$ cat src/rtl/turn_arbiter.sv
// turn_arbiter: grants the shared board-input channel to the player or the AI, one side per turn.
// Optional TURN_TIMEOUT_EN adds a per-turn forfeit timer and a one-cycle timeout output.
module turn_arbiter #(
    parameter int CELLS          = 9,
    parameter int IDX_W          = 4,
    parameter int TIMEOUT_CYCLES = 1024
) (
    input  logic             clk,
    input  logic             rst_n,
    input  logic [IDX_W-1:0] player_loc,
    input  logic             player_submit,
    input  logic             player_reset,
    input  logic [IDX_W-1:0] ai_loc,
    input  logic             ai_submit,
    input  logic             ai_reset,
    input  logic [CELLS-1:0] board_occupied,
    input  logic             board_game_over,
    output logic [IDX_W-1:0] board_loc,
    output logic             board_submit,
    output logic             board_reset,
    output logic             turn,
    output logic [3:0]       move_count,
    output logic             reject,
`ifdef TURN_TIMEOUT_EN
    output logic             timeout,
`endif
    output logic             done
);
    typedef enum logic [2:0] {S_TURN, S_COMMIT, S_SETTLE, S_DONE, S_CLEAR} state_t;
    state_t           state_q, state_d;
    logic             turn_q, turn_d, rej_q, rej_d, p_sub_q, a_sub_q;
    logic [3:0]       cnt_q, cnt_d;
    logic [IDX_W-1:0] loc_q, loc_d;
    logic             p_ev, a_ev, ev, rq, legal, over;
    logic [IDX_W-1:0] sel_loc;
`ifdef TURN_TIMEOUT_EN
    logic [15:0]      to_q, to_d;
    logic             tmo_q, tmo_d;
`endif
    assign p_ev    = player_submit & ~p_sub_q;
    assign a_ev    = ai_submit & ~a_sub_q;
    assign ev      = turn_q ? a_ev : p_ev;
    assign rq      = turn_q ? ai_reset : player_reset;
    assign sel_loc = turn_q ? ai_loc : player_loc;
    assign legal   = (int'(sel_loc) < CELLS) && !board_occupied[sel_loc];
    assign over    = board_game_over || (cnt_q == 4'(CELLS));
    always_comb begin
        state_d = state_q;
        turn_d  = turn_q;
        cnt_d   = cnt_q;
        loc_d   = loc_q;
        rej_d   = 1'b0;
        case (state_q)
            S_TURN: begin
                if (ev && rq) state_d = S_CLEAR;
                else if (ev && legal) begin
                    loc_d   = sel_loc;
                    state_d = S_COMMIT;
                end else rej_d = ev;
            end
            S_COMMIT: begin
                cnt_d   = (cnt_q == 4'(CELLS)) ? cnt_q : cnt_q + 4'd1;
                state_d = S_SETTLE;
            end
            S_SETTLE: begin
                state_d = over ? S_DONE : S_TURN;
                turn_d  = over ? turn_q : ~turn_q;
            end
            S_DONE:  state_d = ((p_ev && player_reset) || (a_ev && ai_reset)) ? S_CLEAR : S_DONE;
            default: state_d = S_TURN;
        endcase
        // game state is wiped on entry so the clear pulse already shows a fresh game
        if (state_d == S_CLEAR) begin
            cnt_d  = '0;
            turn_d = 1'b0;
            loc_d  = '0;
        end
`ifdef TURN_TIMEOUT_EN
        to_d  = (state_q == S_TURN) ? to_q + 16'd1 : 16'd0;
        tmo_d = 1'b0;
        if (state_q == S_TURN && state_d == S_TURN && to_q == 16'(TIMEOUT_CYCLES - 1)) begin
            state_d = S_DONE;
            tmo_d   = 1'b1;
        end
`endif
    end
    always_ff @(posedge clk or negedge rst_n) begin
        if (!rst_n) begin
            state_q <= S_TURN;
            turn_q  <= 1'b0;
            cnt_q   <= '0;
            loc_q   <= '0;
            rej_q   <= 1'b0;
            p_sub_q <= 1'b0;
            a_sub_q <= 1'b0;
`ifdef TURN_TIMEOUT_EN
            to_q    <= '0;
            tmo_q   <= 1'b0;
`endif
        end else begin
            state_q <= state_d;
            turn_q  <= turn_d;
            cnt_q   <= cnt_d;
            loc_q   <= loc_d;
            rej_q   <= rej_d;
            p_sub_q <= player_submit;
            a_sub_q <= ai_submit;
`ifdef TURN_TIMEOUT_EN
            to_q    <= to_d;
            tmo_q   <= tmo_d;
`endif
        end
    end
    assign board_loc    = loc_q;
    assign board_submit = state_q == S_COMMIT;
    assign board_reset  = state_q == S_CLEAR;
    assign done         = state_q == S_DONE;
    assign turn         = turn_q;
    assign move_count   = cnt_q;
    assign reject       = rej_q;
`ifdef TURN_TIMEOUT_EN
    assign timeout      = tmo_q;
`endif
endmodule

$ cat config.mk
export PLATFORM = sky130hd
export DESIGN_NAME = turn_arbiter
export DESIGN_NICKNAME = d
export VERILOG_FILES = /design/src/rtl/turn_arbiter.sv
export SDC_FILE = /design/constraint.sdc
export NUM_CORES = 1
export LEC_CHECK = 0
export CAP_MARGIN = 20
export CELL_PAD_IN_SITES_DETAIL_PLACEMENT = 0
export CELL_PAD_IN_SITES_GLOBAL_PLACEMENT = 1
export CORE_UTILIZATION = 32
export DETAILED_ROUTE_END_ITERATION = 10
export PLACE_DENSITY = 0.8
export SKIP_LAST_GASP = 1
export SLEW_MARGIN = 5
export SYNTH_ARGS = -nofsm -noshare
export SYNTH_HDL_FRONTEND = slang
export SYNTH_SLANG_ARGS = --single-unit
$ cat constraint.sdc
create_clock -name clk -period 2.4 [get_ports clk]
set_input_delay 0.36 -clock clk [delete_from_list [all_inputs] [get_ports clk]]
set_output_delay 0.36 -clock clk [all_outputs]
set_load 0.005 [all_outputs]
Word level (Yosys, flattened, before mapping) --
Index checks and enable logic that the tools add are counted.
Operators by class: add/sub/neg operators 1, muxes and demuxes 23, equality and inequality tests 9, $lt $le $gt $ge 2, bitwise gates (word level) 5, reduce and logical (&&, ||, !) cells 16
Operators with widths (count):
- 4-bit 2-to-1 mux | 8
- 3-bit case mux with 4 select lines | 1
- 1-bit 2-to-1 mux | 9
- 3-bit 2-to-1 mux | 3
- 2-bit nonzero test | 4
- 3-bit by 2-bit equality test with 1-bit output, second input constant | 2
- 3-bit equality test, second input constant | 2
- 2-bit by 1-bit != test with 1-bit output, second input constant | 3
- 1-bit logical AND | 5
- 4-bit by 5-bit < comparator with 1-bit output, second input constant | 1
- 4-bit by 1-bit adder with 4-bit output, second input constant | 1
- 1-bit binary-select mux with 4-bit select | 1
- 4-bit equality test, second input constant | 1
- 4-bit < comparator, second input constant | 1
- 2-bit AND reduction | 2
- 3-bit by 1-bit equality test with 1-bit output, second input constant | 1
- 3-bit zero test | 1
- 1-bit inverter | 3
- 3-bit AND reduction | 1
- 1-bit bitwise AND | 2
- 1-bit logical OR | 2
- 2-bit 2-to-1 mux | 1
- 1-bit zero test | 1
Storage, ports and cells: input port bits 24, register bits after elaboration 15, word-level logic and storage cells 63, output and inout bits 13

Logic depth before layout (Yosys ltp) --
depth after elaboration 12, depth in mapped cells 8, gate-level depth less buffers 7

Worst setup path after synthesis --
No wires, ideal clock.
kind flip-flop to flip-flop, start point register turn_q, in the netlist turn, end point register loc_q[0], in the netlist board_loc[0], required time 2.275 ns, arrival 1.770 ns, period minus slack after synthesis 1.895 ns, setup slack 0.505 ns, cell stages (with the launch flop) 8, path buffers 1, cells stage by stage dfrtp_1 buf_6 mux2i_4 nand2_1 a32oi_1 nand2_1 a31oi_4 mux2_4
Between the ends: cells in the longest elaborated chain, start to end 12, elaborated cells on any way between the ends 22, classes of those cells order compare (1); eq/ne (2); mux (12); reduce/logical (7)
Ends and longest elaborated chain:
- start: declaration | RTL line 31 | logic turn_q, turn_d, rej_q, rej_d, p_sub_q, a_sub_q;
- start signal: assignment | RTL line 102 | turn_q <= turn_d;
- 4-bit 2-to-1 mux | RTL line 44 | assign sel_loc = turn_q ? ai_loc : player_loc;
- 1-bit binary-select mux with 4-bit select | RTL line 45 | assign legal = (int'(sel_loc) < CELLS) && !board_occupied[sel_loc];
- 1-bit 2-to-1 mux (not written as such) | RTL line 45
- 1-bit zero test | RTL line 45
- 1-bit logical AND | RTL line 45
- 1-bit logical AND | RTL line 56 | else if (ev && legal) begin
- 3-bit 2-to-1 mux | RTL line 56
- 3-bit 2-to-1 mux | RTL line 55 | if (ev && rq) state_d = S_CLEAR;
- 3-bit case mux with 4 select lines | RTL line 53 | case (state_q)
- 3-bit equality test | RTL line 73 | if (state_d == S_CLEAR) begin
- 2-bit by 1-bit != test with 1-bit output (no line) / 2-bit nonzero test (equally long branches)
- 3-bit AND reduction (no line)
- end signal: assignment | RTL line 104 | loc_q <= loc_d;
- end: declaration | RTL line 33 | logic [IDX_W-1:0] loc_q, loc_d;
Several ways; a longest one is shown, not always the timed one. The select of a mux whose other input is x is not followed. A chain may end at the register's enable or synchronous reset.

Final worst setup path --
start point register turn_q, in the netlist turn, end point register loc_q[2], in the netlist board_loc[2]
Same word-level chain as after synthesis.

==> results.py <==
metrics = {
    "drt": {
        "drtAntennaViolNets": 0,
        "viasPerCell": 4.949,
        "drtIter0Drc": 41,
        "routed_wl_um": 2044,
        "vias": 866,
        "wl_per_cell_um": 11.68,
        "drcViolationCount": 4,
        "drtPass1Iterations": 7,
    },
    "critical_path": {
        "cp_cell_sequence": "buf_4 > nand2b_1 > o22ai_1 > a32oi_1 > nand2_1 > a31oi_4 > mux2_4",
        "end_kind": "register",
        "cpMaxStageDelayCell": "dfrtp_1",
        "cp.arrival_ns": 2.24,
        "crit_path_start_kind": "register",
        "max_stage_delay_ns": 0.55,
        "required_ns": 2.57,
        "cp_max_fo": 8,
        "crit_type": "register to register",
    },
    "timing": {
        "rsz0062_at_grt": "no",
        "holdWs_ns": 0.5001,
        "post-route-min-period_ns": 2.077,
        "worst-slew-pin-transition_ns": 0.7073,
        "max_freq_ghz": 0.4814,
        "maxSlewViolCount": 0,
        "setup_viol": 0,
        "setup_tns_ns": 0,
        "finClkSkew_ns": 0.005339,
        "hold_viol": 0,
        "relSlewSlack": 0.5270,
        "fin_crit_sh": 0.8655,
    },
    "clock_tree": {
        "clk_pin_slew_ns": 0.09,
        "cts_tree": "built",
        "hold_buffers": 0,
        "insertion_delay_ns": 0.28,
        "cts_made_buffers": 3,
        "ctsResizeCount": 0,
        "cts_setup_buffers": 0,
        "cts_num_sinks": 15,
        "clock-root-buffer": "clkbuf_4",
        "clock_path_buffers": 2,
        "h-tree-depth": 1,
    },
    "floorplan": {
        "num_rows": 19,
        "io_pins": 37,
        "core_area_sq_mm": 0.002853,
        "die_height_um": 57.76,
        "die_area_sq_mm": 0.003336,
        "start_util": 0.3487,
        "die_w_um": 57.76,
    },
    "placement": {
        "hpwlAfterDp_um": 1668,
        "gp_congestion": 0.7626,
        "port-buffer-count": 36,
    },
    "power_and_ir_drop": {
        "p_per_area_mw_per_mm2": 801.6,
        "cellLeakagePower_nw": 0.6116,
        "peakVddDrop_mv": 0.3235,
    },
    "synth": {
        "yosysWarnings": 0,
        "synthCells": 103,
        "ys.flop_type": "dfrtp_1",
        "synth_edf_count": 0,
        "async_reset_ff_frac": 1.000,
        "syn-cell-area_sq_um": 994.7,
        "synth_adder_area_share": 0.02516,
        "synth-seq-cells": 15,
        "synthMuxAreaShare": 0.1258,
        "synth_compound_area_frac": 0.1736,
        "syn_nets": 129,
        "netlist_top_cells_area": "dfrtp_1 (38%), mux2_4 (6.0%), nor2_1 (5.3%)",
        "yosysTopAreaCell": "dfrtp_1",
        "synth_top_family_by_area": "simple AND/OR/NAND/NOR gates",
        "synth_cell_types": 37,
        "synth-simple-area-share": 0.2088,
        "yosysTopAreaCellShare": 0.3774,
        "ys_seq_area_frac": 0.3774,
        "synth.avg_cell_area_sq_um": 9.657,
        "synth-xor-area-share": 0.03522,
    },
    "final_layout": {
        "drive_above_1_share": 0.1250,
        "nets": 171,
        "diodes": 0,
        "nFillCells": 298,
        "synthToLayoutAreaGrowth_pct": 43.40,
    },
    "global_route": {
        "antenna_found_initial": 0,
        "grt_max_degree": 16,
        "gr-total-overflow": 0,
        "grt_pass1_vias": 844,
        "track_usage": 0.1340,
        "grt_pass1_wl_um": 3539,
    },
    "outcome": {
        "violations": "design-rule violations",
        "status": "complete, but fails checks",
    },
    "min_path": {
        "hp-class": "primary input to asynchronous set/reset pin",
    },
    "job": {
        "cap_violations": 0,
    },
}
-- path summary, 6_finish.rpt --
| kind | end | depth (start not counted) | slack [ns] | start |
|---|---|---|---|---|
| worst max register to register | board_loc[2] | 7 | 0.32 | turn |
| min in group clk | a_sub_q | 1 | 0.53 | ai_submit |
| worst max-delay path | board_loc[2] | 7 | 0.32 | turn |
| worst min register to register | move_count[3] | 2 | 0.57 | move_count[3] |
| max in group asynchronous | board_loc[2] | 1 | 1.45 | rst_n |
| worst min-delay path | board_loc[1] | 1 | 0.50 | rst_n |
-- final cells by class --
type | instances | area, sq um | share of cell area
clock buffer | 4 | 26.28 | 0.01842
tap | 31 | 38.79 | 0.02719
multi-input combinational | 76 | 565.5 | 0.3965
timing repair buffer | 39 | 382.9 | 0.2684
inverter | 10 | 37.54 | 0.02632
sequential | 15 | 375.4 | 0.2632
-- placed cells by master, fill, tap and decap left out, drive strengths merged, types with 3 or more instances in the layout --
master / count
buf: 3
nor3: 3
a21oi: 5
and2: 3
clkdlybuf4s50: 36
dfrtp: 15
nand2: 10
clkbuf: 4
mux2: 4
nor2: 14
nand2b: 3
o22ai: 3
mux2i: 4
inv: 10
-- state kept, by name (all words and copies together), names as in the netlist --
register	cells
board_loc	4
move_count	4
state_q	3
a_sub_q	1
p_sub_q	1
reject	1
turn	1
-- per-stage QoR --
stage          utilization  power (mW)  area, sq um  setup WS [ns]  cells
2_1_floorplan            -      0.7577        994.7         0.5045    103
3_3_place_gp        0.4908       1.001         1400         0.1264    171
3_5_place_dp        0.4908       1.007         1400        0.08528    171
4_1_cts             0.5000       1.156         1426         0.3184    175
5_1_grt             0.5000       1.241         1426         0.1733    175
6_report            0.5000       1.143         1426         0.3229    175
-- cell families after synthesis --
logic type,count (synthesis)
AND/OR/NAND/NOR,40
AO/OA/AOI/OAI,22
flip-flops,15
buffers and inverters,12
multiplexers,8
XOR/XNOR,4
adder cells (fa/ha/maj),2
-- per-layer routing --
metal / GRT usage / wire [um] / vias up
met1: 0.1795 / 948 / 393
met5: 0 / 0 / -
met2: 0.2159 / 945 / 34
met3: 0.02679 / 149 / 0
li1: - / - / 439
met4: 0.04762 / 0 / 0
-- synthesized netlist by cell type, drive strengths merged, types with 3 or more instances --
cell type and instances:
o22ai 3, mux2 4, and2 3, dfrtp 15
inv 10, nand2b 3, mux2i 4, a21oi 5
nor2 14, nand2 10, nor3 3
-- report_power, final --
part           internal [mW]  leakage, nW  switching [mW]
Sequential             0.325        0.197          0.0742
Combinational          0.354        0.400           0.247
Clock                 0.0644       0.0150          0.0788
-- critical path, delay by kind of cell, from the launching register on --
kind	cells	cell delay, ns
AO/OA/AOI/OAI	3	0.55
buffers and inverters	1	0.24
multiplexers	1	0.32
flip-flops	1	0.55
AND/OR/NAND/NOR	2	0.30
Power figures use the tool's default switching activity.
